--- config.mk ---
export PLATFORM = sky130hd
export DESIGN_NAME = comp_counter
export DESIGN_NICKNAME = d
export VERILOG_FILES = /design/src/rtl/compcount_pkg.sv /design/src/rtl/wrap_counter.sv /design/src/rtl/comp_counter.sv
export SDC_FILE = /design/constraint.sdc
export NUM_CORES = 1
export LEC_CHECK = 0
export BUFFER_PORTS_ARGS = -buffer_cell sky130_fd_sc_hd__buf_4
export CAP_MARGIN = 20
export CORE_MARGIN = 3
export CORE_UTILIZATION = 43
export DETAILED_ROUTE_END_ITERATION = 8
export GPL_TIMING_DRIVEN = 0
export HOLD_SLACK_MARGIN = 0.1
export PLACE_DENSITY_LB_ADDON = 0.1
export SETUP_SLACK_MARGIN = 0.05
export SLEW_MARGIN = 20
export SYNTH_ARGS = -nofsm -noshare
export SYNTH_HDL_FRONTEND = slang
export SYNTH_SLANG_ARGS = --single-unit
--- constraint.sdc ---
create_clock -name clk -period 1.5 [get_ports clk]
set_clock_uncertainty 0.2 [all_clocks]
set_input_delay 0.075 -clock clk [delete_from_list [all_inputs] [get_ports clk]]
set_output_delay 0.075 -clock clk [all_outputs]
set_load 0.1 [all_outputs]
--- src/rtl/compcount_pkg.sv ---
// Shared widths and types for the compare-and-count monitor.
// The top level and the counter take their parameter defaults from here.
package compcount_pkg;

  localparam int DATA_W = 8;
  localparam int CNT_W  = 4;

  typedef logic [DATA_W-1:0] data_t;
  typedef logic [CNT_W-1:0]  cnt_t;

endpackage

--- src/rtl/wrap_counter.sv ---
// Enabled wrap-around occurrence counter.
// Also provides a registered-state decode of the all-ones terminal value.
module wrap_counter #(
  parameter int CNT_W = compcount_pkg::CNT_W
) (
  input  logic             clk,
  input  logic             rst,
  input  logic             enb,
  output logic [CNT_W-1:0] count,
  output logic             at_max
);

  logic [CNT_W-1:0] cnt_q;
  logic [CNT_W-1:0] cnt_d;

  // NOTE: assign the hold value before any condition so no path leaves cnt_d unassigned (no latch).
  always_comb begin
    cnt_d = cnt_q;
    if (enb) begin
      cnt_d = cnt_q + 1'b1;
    end
  end

  // NOTE: state registers use non-blocking assignments so every flop samples pre-edge values.
  always_ff @(posedge clk or negedge rst) begin
    if (!rst) begin
      cnt_q <= '0;
    end else begin
      cnt_q <= cnt_d;
    end
  end

  assign count  = cnt_q;
  assign at_max = &cnt_q;

endmodule

--- src/rtl/comp_counter.sv ---
// Compare-and-count monitor: registers "sample strictly greater than previous"
// and flags the terminal value of a wrap-around occurrence counter.
module comp_counter #(
  parameter int DATA_W = compcount_pkg::DATA_W,
  parameter int CNT_W  = compcount_pkg::CNT_W
) (
  input  logic              clk,
  input  logic              rst,
  input  logic              enb,
  input  logic [DATA_W-1:0] din,
  output logic              verdict,
  output logic              cteal_15
);

  logic [DATA_W-1:0] prev_q;
  logic [DATA_W-1:0] prev_d;
  logic              prev_vld_q;
  logic              prev_vld_d;
  logic              verdict_q;
  logic              verdict_d;
  logic [CNT_W-1:0]  cnt_q;
  logic              at_max;

  // The first sample after reset has nothing to compare against.
  always_comb begin
    prev_d     = prev_q;
    prev_vld_d = prev_vld_q;
    verdict_d  = verdict_q;
    if (enb) begin
      verdict_d  = prev_vld_q && (din > prev_q);
      prev_d     = din;
      prev_vld_d = 1'b1;
    end
  end

  always_ff @(posedge clk or negedge rst) begin
    if (!rst) begin
      prev_q     <= '0;
      prev_vld_q <= 1'b0;
      verdict_q  <= 1'b0;
    end else begin
      prev_q     <= prev_d;
      prev_vld_q <= prev_vld_d;
      verdict_q  <= verdict_d;
    end
  end

  wrap_counter #(
    .CNT_W (CNT_W)
  ) u_wrap_counter (
    .clk    (clk),
    .rst    (rst),
    .enb    (enb),
    .count  (cnt_q),
    .at_max (at_max)
  );

  assign verdict  = verdict_q;
  assign cteal_15 = at_max;

  a_terminal: assert property (@(posedge clk) disable iff (!rst)
    cteal_15 |-> (cnt_q == {CNT_W{1'b1}}));

  a_first_sample: assert property (@(posedge clk) disable iff (!rst)
    (enb && !prev_vld_q) |=> !verdict);

  a_hold: assert property (@(posedge clk) disable iff (!rst)
    !enb |=> ($stable(verdict) && $stable(cteal_15)));

endmodule

==> results by group, run 1 <==
Status
  – Status: finished with violations
  – Failing checks: hold timing, setup timing

Yosys
  – Yosys cell types: 24
  – Post-synth top area cell: dfrtp_1
  – Synthesized flop and latch total: 14
  – Synthesized area per cell: about 11 um2
  – Mapped Nets: between 90 and 100
  – Syn Inst Count: 71
  – YS warnings: 0
  – Cell with the most instances after synthesis: dfrtp_1
  – Synth Cell Area: around 760 um2
  – Post-synth EDFFs: 0
  – Most common library cells after synthesis: dfrtp_1 (14), ha_1 (9), inv_1 (8), nand2_1 (8), o21ai_0 (8)
  – Synth area leaders: dfrtp_1 (46%), ha_1 (15%), o21ai_0 (5.2%), inv_1 (3.9%), nand2_1 (3.9%)
  – Synth top area share: a little under half
  – Ys async rst share: 100.0%
  – Post-synthesis sequential area ratio: about 46%
  – Top FF cell, synth: dfrtp_1

Placed design
  – HPWL Detailed: 1002 um
  – Placed Instances: 107
  – PortBufs: 12
  – GP Congestion: 0.6883
  – DP Worst Slack: around 0.010 ns

Critical path
  – Crit start category: flop
  – CP Capture Type: flop
  – Max FO, Critical Path: 2
  – Crit path DAT: ~1.5 ns
  – Reg2reg start: prev_q[7]$_DFFE_PN0P_
  – Worst Setup Path Type: flop to flop
  – R2R depth: 6
  – CP startpoint: prev_q[7]$_DFFE_PN0P_
  – Worst EP required: around 1.5 ns

Global routing
  – Antenna violations before repair: 0
  – Gr ovfl total: 0
  – GRT Overall Usage: a little under a fifth
  – Vias in the first global route: around 670
  – First-pass GRT wire length: ~2900 um
  – Largest net degree at the start of global routing: 15

Layout
  – Final net count: 126
  – Post-Route Utilization: between 70% and 80%
  – Fillers: about 120
  – Area occupied by multi-input gates: approximately 430 um2
  – Layout cells sized above 1: a little over a third
  – Area growth from synthesis to layout: 53.77%
  – Seq. cell area: 351.6 um2
  – Final std cells w/o fill: 129
  – N_diodes: 0

Floorplan
  – DIE WIDTH: about 48 um
  – Height of the chip: 48.13 um
  – # rows: 14
  – Starting Density: between 40% and 50%
  – Die area: roughly 2300 um2
  – # IOs: 13
  – Core area: ~1600 um2

Routing
  – Vias: around 650
  – Wire per inst: around 14 um
  – Via/cell ratio: 5.016
  – Final wirelength: 1762 um
  – Drt initial violations: 11
  – Antenna-violating nets left: 0
  – DR DRC count: 0
  – Detailed-router iteration count before antenna repair: 4

Timing
  – Slew @ Worst Pin: roughly 0.39 ns
  – Final hold slack: -0.1288 ns
  – Hold Fails Final Rpt: 1
  – Tmin final: roughly 1.5 ns
  – Slew HR: 74.25%
  – RSZ-0062 raised after global routing: yes
  – PnR worst setup slack: -0.04390 ns
  – Tcrit/Tclk final: 102.9%
  – Pins Over Slew Limit: 0
  – Max Clk Rate: ~0.65 GHz
  – Final setup viols: 1

Pwr
  – Total Power: ~0.0013 W
  – Power density over the cells: 1127 nW/um2
  – Leak pwr: between 0.5 and 0.6 nW
  – Max VDD drop: ~0.66 mV

Hold path
  – Hold crit path type: primary input to flop
  – WHS Path Cells: 2
  – Worst hold start: enb

CTS
  – Max clock buf depth: 2
  – Clk sink count: 14
  – CTS H-tree depth: 1
  – Latest clock arrival within the worst-skew pair: 0.29 ns
  – Root Buffer: clkbuf_4
  – CTS tree: built
  – CTS Buf Count: 3
  – Worst-path clk slew: around 0.090 ns

Flow run
  – Max_cap viols: 0
==> cells in the final DEF, fill, tap and decap left out, drive strengths merged, types with 3 or more instances in the layout <==
master       count
and3             3
dfrtp           14
buf             17
nand2            8
ha               9
o21ai            8
dlygate4sd3     13
inv              8
clkbuf           4
a21oi            3
==> through the flow <==
| step | hold WS, ns | TNS [ns] | instance area [um2] |
|---|---|---|---|
| 5_1_grt | -0.1295 | -0.1186 | 1174 |
| 3_3_place_gp | -0.2618 | 0 | 885.9 |
| 2_1_floorplan | -0.4206 | 0 | 765.7 |
| 6_report | -0.1288 | -0.04390 | 1174 |
| 3_5_place_dp | -0.2616 | 0 | 885.9 |
| 4_1_cts | -0.1320 | 0 | 1146 |
==> kinds of logic (layout without fill, tap and decap cells) <==
| family | count (synthesis) | after routing | share of synthesized area (%) |
|---|---|---|---|
| simple gates | 19 | 19 | 14.75 |
| fa+ha+maj | 9 | 9 | 14.75 |
| xor+xnor | 3 | 3 | 4.427 |
| flops | 14 | 14 | 45.90 |
| mux | 2 | 2 | 3.442 |
| buf+inv | 10 | 44 | 6.065 |
| compound gates | 14 | 14 | 10.66 |
==> registers in the layout, indices dropped and copies added, names as in the netlist <==
register,count
prev_q,8
prev_vld_q,1
u_wrap_counter.count,4
verdict,1
==> power by group <==
group	internal [W]	total (W)	switching, W
clock	0.000148	0.000284	0.000136
combinational	0.000274	0.000520	0.000246
sequential	0.000458	0.000518	0.0000599
total	0.000880	0.00132	0.000443
==> routing by layer <==
layer / GRT usage, % / part of all wire [%] / up-vias
met2: 30.61 / 50 / 16
met1: 22.63 / 44 / 316
met4: 9.677 / 2.5 / 0
met5: 0 / 0 / -
met3: 2.583 / 3.5 / 5
li1: - / - / 310
==> final cells by class <==
cell class / count / share of cell area, %
Sequential cell: 14 / 29.96
Tap cell: 24 / 2.559
Buffer: 2 / 1.386
Timing Repair Buffer: 30 / 23.88
Inverter: 8 / 2.559
Multi-Input combinational cell: 47 / 36.57
Clock buffer: 4 / 3.092
==> repair_timing <==
action | 4_1_cts | 5_1_grt
setup buffers | 2 | 1
pin swaps | 3 | 2
hold buffers | 16 | 2
hold endpoints to repair | 28 | 10
setup endpoints to repair | 2 | 7
cloned | 0 | 0
gates resized for setup | 11 | 6
==> worst paths after layout <==
| path | to | slack (ns) |
|---|---|---|
| worst min-delay path | u_wrap_counter.count[1]$_DFFE_PN0P_ | -0.13 |
| worst max register to register | verdict$_DFFE_PN0P_ | -0.04 |
| min in group asynchronous | prev_q[6]$_DFFE_PN0P_ | 0.50 |
| worst min register to register | u_wrap_counter.count[3]$_DFFE_PN0P_ | 0.31 |
| max in group asynchronous | verdict$_DFFE_PN0P_ | 0.41 |
| worst max-delay path | verdict$_DFFE_PN0P_ | -0.04 |
==> critical path: stages, from the launching register on <==
cell	delay (ns)
dfrtp_1	0.35
inv_2	0.05
ha_4	0.26
and3_4	0.18
nand4_1	0.09
a31oi_1	0.21
a21oi_1	0.07
Power figures use the tool's default switching activity.
==> run 2: changes to the inputs <==
--- a/config.mk
+++ b/config.mk
@@ -5,7 +5,7 @@
 export SDC_FILE = /design/constraint.sdc
 export NUM_CORES = 1
 export LEC_CHECK = 0
-export BUFFER_PORTS_ARGS = -buffer_cell sky130_fd_sc_hd__buf_4
+export BUFFER_PORTS_ARGS = -buffer_cell sky130_fd_sc_hd__buf_2
 export CAP_MARGIN = 20
 export CORE_MARGIN = 3
 export CORE_UTILIZATION = 43
==> results by group, run 2 (synthesis gave the netlist of run 1 again) <==
Floorplan
  – # rows: 14
  – DIE WIDTH: between 40 and 50 um
  – Die area: about 2300 um2
  – Core area: around 1600 um2
  – Height of the chip: 48.13 um
  – # IOs: 13
  – Starting Density: 47.88%

Layout
  – Biggest register: prev_q
  – Fillers: roughly 120
  – Most frequent cells in the layout: dlygate4sd3_1 (14), dfrtp_1 (13), buf_2 (12)
  – N_diodes: 0
  – Area occupied by multi-input gates: between 400 and 500 um2
  – Final net count: between 100 and 150
  – Area growth from synthesis to layout: 52.29%
  – Seq. cell area: approximately 350 um2
  – Layout cells sized above 1: a little over a third
  – Final Cell Area: between 1000 and 1500 um2
  – Final std cells w/o fill: ~130
  – Commonest non-fill, non-tap cell in the layout: dlygate4sd3_1
  – Max reg flops: 8

Timing
  – Pins Over Slew Limit: 0
  – Hold Fails Final Rpt: 0
  – Final setup viols: 0
  – Tmin final: about 1.5 ns
  – Max Clk Rate: 0.6823 GHz
  – Tcrit/Tclk final: 97.70%
  – RSZ-0062 raised after global routing: yes
  – Slew HR: 67.87%
  – Total negative setup slack: 0 ns
  – Slew @ Worst Pin: a little under 0.5 ns

Placed design
  – Placed Area: 855.8 um2
  – PortBufs: 12
  – HPWL Detailed: about 990 um
  – GP Congestion: 0.6928
  – Placed Instances: approximately 110

Pwr
  – Power density over the cells: 1090 nW/um2
  – Leak pwr: around 0.55 nW
  – Total Power: ~0.0013 W
  – Max VDD drop: 0.9670 mV

Flow run
  – Max_cap viols: 0

Global routing
  – Gr ovfl total: 0
  – First-pass GRT wire length: between 2000 and 3000 um
  – Vias in the first global route: ~630
  – Largest net degree at the start of global routing: 15
  – GRT Overall Usage: between 10% and 20%
  – Antenna violations before repair: 0

CTS
  – Worst-path clk slew: 0.09 ns
  – Clk sink count: 14
  – Root Buffer: clkbuf_4
  – Latest clock arrival within the worst-skew pair: 0.27 ns
  – CTS Buf Count: 3
  – CTS H-tree depth: 1
  – Max clock buf depth: 2
  – CTS tree: built

Status
  – Status: finished clean

Routing
  – Final wirelength: roughly 1700 um
  – Vias: ~630
  – Drt initial violations: 8
  – DR DRC count: 0
  – Via/cell ratio: about 4.8
  – Wire per inst: ~13 um
  – Antenna-violating nets left: 0
  – Detailed-router iteration count before antenna repair: 4

Critical path
  – Worst EP required: between 1 and 1.5 ns
  – Crit start category: flop
  – Crit path DAT: 1.44 ns
  – CP Capture Type: flop
  – Max FO, Critical Path: 2
  – Worst Setup Path Type: flop to flop

Hold path
  – Hold crit path type: primary input to flop
==> run 2: path summary, 6_finish.rpt <==
kind,end,startpoint,slack [ns],cells past startpoint
setup / recovery,verdict$_DFFE_PN0P_,prev_q[2]$_DFFE_PN0P_,0.03,6
hold / removal,verdict$_DFFE_PN0P_,din[7],0.04,4
setup reg to reg,verdict$_DFFE_PN0P_,prev_q[2]$_DFFE_PN0P_,0.03,6
hold reg to reg,prev_vld_q$_DFFE_PN0P_,prev_vld_q$_DFFE_PN0P_,0.30,1
max in group asynchronous,verdict$_DFFE_PN0P_,rst,0.29,3
min in group asynchronous,prev_q[7]$_DFFE_PN0P_,rst,0.54,3
==> run 2: layout make-up <==
class                           count  area share (%)
Clock buffer                        4           2.261
Inverter                            8           2.583
Sequential cell                    14           30.25
Multi-Input combinational cell     47           37.24
Tap cell                           24           2.583
Timing Repair Buffer               32           23.68
Buffer                              2           1.399
==> run 2: power breakdown <==
group / switching (W) / internal, W
clock network: 0.000124 / 0.000103
registers: 0.0000632 / 0.000458
logic: 0.000249 / 0.000270
total: 0.000436 / 0.000831
==> run 2: worst max-delay path, cell delays in order, from the launching register on <==
cell and delay (ns):
dfrtp_1 0.36, inv_2 0.06, ha_4 0.26, and3_1 0.15
nand4_1 0.09, a31oi_1 0.17, a21oi_1 0.05
==> run 2: per-stage QoR <==
step                utilization (%)  hold WS (ns)  worst slack, ns
global placement              53.69       -0.2057          0.02930
detailed placement            53.69       -0.2035        -0.004830
finish                        72.92       0.04396          0.03446
CTS                           69.62      -0.09206          0.05556
floorplan                         -       -0.4206           0.1117
global route                  72.92       0.06632         -0.05889
==> run 2: repair_timing <==
action                                 4_1_cts  5_1_grt
gates resized for setup                     11        9
endpoints found under the hold margin       28        4
cloned                                       0        0
setup buffers                                2        1
setup endpoints to repair                    2        8
pin swaps                                    2        4
hold buffers                                17        2
==> run 2: layer usage <==
metal	up-vias	global-route usage, %	share of wire [%]
li1	312	-	-
met1	294	21.45	44
met5	-	0	0
met3	2	6.642	4.5
met2	17	25.86	50
met4	0	4.839	0.95
==> run 3: changes to the inputs <==
--- a/config.mk
+++ b/config.mk
@@ -7,8 +7,10 @@
 export LEC_CHECK = 0
 export BUFFER_PORTS_ARGS = -buffer_cell sky130_fd_sc_hd__buf_2
 export CAP_MARGIN = 20
+export CELL_PAD_IN_SITES_DETAIL_PLACEMENT = 0
+export CELL_PAD_IN_SITES_GLOBAL_PLACEMENT = 2
 export CORE_MARGIN = 3
-export CORE_UTILIZATION = 43
+export CORE_UTILIZATION = 30
 export DETAILED_ROUTE_END_ITERATION = 8
 export GPL_TIMING_DRIVEN = 0
 export HOLD_SLACK_MARGIN = 0.1
==> results by group, run 3 (synthesis gave the netlist of run 1 again) <==
Status
  – Status: finished with violations
  – Failing checks: hold timing

Routing
  – Detailed-router iteration count before antenna repair: 3
  – Via/cell ratio: ~4.7
  – Antenna-violating nets left: 0
  – Final wirelength: between 1500 and 2000 um
  – DR DRC count: 0
  – Drt initial violations: 6
  – Wire per inst: 12.48 um
  – Vias: 644

CTS
  – CTS tree: built
  – Root Buffer: clkbuf_4
  – Max clock buf depth: 2
  – CTS Buf Count: 3
  – Latest clock arrival within the worst-skew pair: 0.28 ns
  – CTS H-tree depth: 1
  – Worst-path clk slew: about 0.080 ns
  – Clk sink count: 14

Critical path
  – Crit start category: flop
  – CP Depth: 3
  – Worst Setup Path Type: flop to output pin
  – Worst EP required: 1.22 ns
  – RR Endpoint: verdict$_DFFE_PN0P_
  – Max FO, Critical Path: 2
  – Crit path DAT: roughly 1.2 ns
  – R2R depth: 6
  – CP Capture Type: output pin
  – Critical path destination: cteal_15
  – Cell Chain, Critical Path: ha_2 > and3_4 > buf_12
  – Setup slack, reg-to-reg: ~0.06 ns
  – Reg2reg start: prev_q[7]$_DFFE_PN0P_
  – Worst path bufs/invs: 1
  – Slowest stage delay, CP: approximately 0.37 ns
  – Crit path max-delay family: flip-flops
  – CP startpoint: u_wrap_counter.count[0]$_DFFE_PN0P_
  – CP max-delay cell: dfrtp_1

Floorplan
  – # IOs: 13
  – Height of the chip: 56.44 um
  – Die area: 3185 um2
  – Starting Density: about a third
  – # rows: 17
  – Core area: approximately 2300 um2
  – DIE WIDTH: about 56 um

Timing
  – Pins Over Slew Limit: 0
  – Tmin final: approximately 1.5 ns
  – Final setup viols: 0
  – Max Clk Rate: 0.6880 GHz
  – RSZ-0062 raised after global routing: yes
  – PnR worst setup slack: 0.04645 ns
  – Final hold slack: -0.07429 ns
  – Slew HR: slightly below 70%
  – Hold Fails Final Rpt: 2
  – Slew @ Worst Pin: ~0.48 ns
  – Tcrit/Tclk final: a little over nine tenths

Placed design
  – Placed Area: between 800 and 900 um2
  – DP Worst Slack: around 0.019 ns
  – GP Congestion: 0.6728
  – HPWL Detailed: about 1000 um
  – Placed Instances: about 110
  – PortBufs: 12

Layout
  – Layout cells sized above 1: between 30% and 40%
  – Final Cell Area: 1200 um2
  – Most frequent cells in the layout: dlygate4sd3_1 (16), dfrtp_1 (13), buf_2 (12)
  – Max reg flops: 8
  – Biggest register: prev_q
  – Commonest non-fill, non-tap cell in the layout: dlygate4sd3_1
  – N_diodes: 0
  – Fillers: 217
  – Area growth from synthesis to layout: 57.21%
  – Final net count: 130
  – Final std cells w/o fill: 137
  – Post-Route Utilization: 51.75%

Hold path
  – Worst hold start: enb
  – Hold crit path type: primary input to flop

Pwr
  – Power density over the cells: around 1000 nW/um2
  – Leak pwr: approximately 0.56 nW
  – Max VDD drop: between 0.6 and 0.7 mV

Global routing
  – First-pass GRT wire length: 2904 um
  – GRT Overall Usage: between 10% and 20%
  – Gr ovfl total: 0
  – Largest net degree at the start of global routing: 15
  – Antenna violations before repair: 0
  – Vias in the first global route: 666

Flow run
  – Max_cap viols: 0
run 3: cell types whose count changed in the layout (fill, tap and decap cells not counted), sizes merged:
cell	previous run	this run
dlygate4sd3	14	16
run 3: worst min-delay path by stage:
stage	to	slack (ns)	depth (start not counted)
3_3_place_gp	prev_q[5]$_DFFE_PN0P_	-0.20	1
2_1_floorplan	prev_q[0]$_DFFE_PN0P_	-0.42	0
3_5_place_dp	prev_q[5]$_DFFE_PN0P_	-0.20	1
5_1_grt	u_wrap_counter.count[1]$_DFFE_PN0P_	-0.07	2
6_report	u_wrap_counter.count[1]$_DFFE_PN0P_	-0.07	2
4_1_cts	u_wrap_counter.count[1]$_DFFE_PN0P_	-0.08	2
run 3: power by group:
| part | switching [W] | leakage [nW] | internal, W |
|---|---|---|---|
| clock network | 0.000130 | 0.0150 | 0.000103 |
| registers | 0.0000636 | 0.163 | 0.000458 |
| logic | 0.000241 | 0.381 | 0.000263 |
run 3: worst reg2reg max path: cells and delay by family, from the launching register on:
family,cells,cell delay (ns)
flip-flops,1,0.36
AND/OR/NAND/NOR,2,0.25
AO/OA/AOI/OAI,2,0.22
buffers and inverters,1,0.05
adder cells (fa/ha/maj),1,0.26
run 3: what timing repair did:
action / CTS / global route
hold buffers: 20 / 1
hold endpoints to repair: 28 / 3
endpoints found under the setup margin: 2 / 7
resized for setup: 10 / 14
pin swaps: 2 / 5
buffers inserted: 2 / 1
run 3: through the flow:
step / hold slack, ns / setup TNS (ns) / power (W)
finish: -0.07429 / 0 / 0.001259
CTS: -0.07595 / 0 / 0.001241
global route: -0.07169 / -0.02508 / 0.001346
floorplan: -0.4206 / 0 / 0.0007971
global placement: -0.1994 / 0 / 0.0008712
detailed placement: -0.2048 / 0 / 0.0008811
run 3: metal layers:
metal / vias to the layer above / global-route usage [%] / routed length, um
li1: 318 / - / -
met1: 314 / 15.15 / 814
met2: 10 / 17.82 / 817
met3: 2 / 4.598 / 64
met4: 0 / 2.712 / 13
met5: - / 0 / 0
run 3: layout make-up:
cell class | count | area (um2) | share of cell area, %
plain buffers | 2 | 16.27 | 1.356
clock buffers | 4 | 26.28 | 2.190
inverters | 8 | 30.03 | 2.503
multi-input cells | 47 | 445.4 | 37.12
flip-flops and latches | 14 | 351.6 | 29.30
well taps | 28 | 35.03 | 2.920
repair buffers | 34 | 295.3 | 24.61
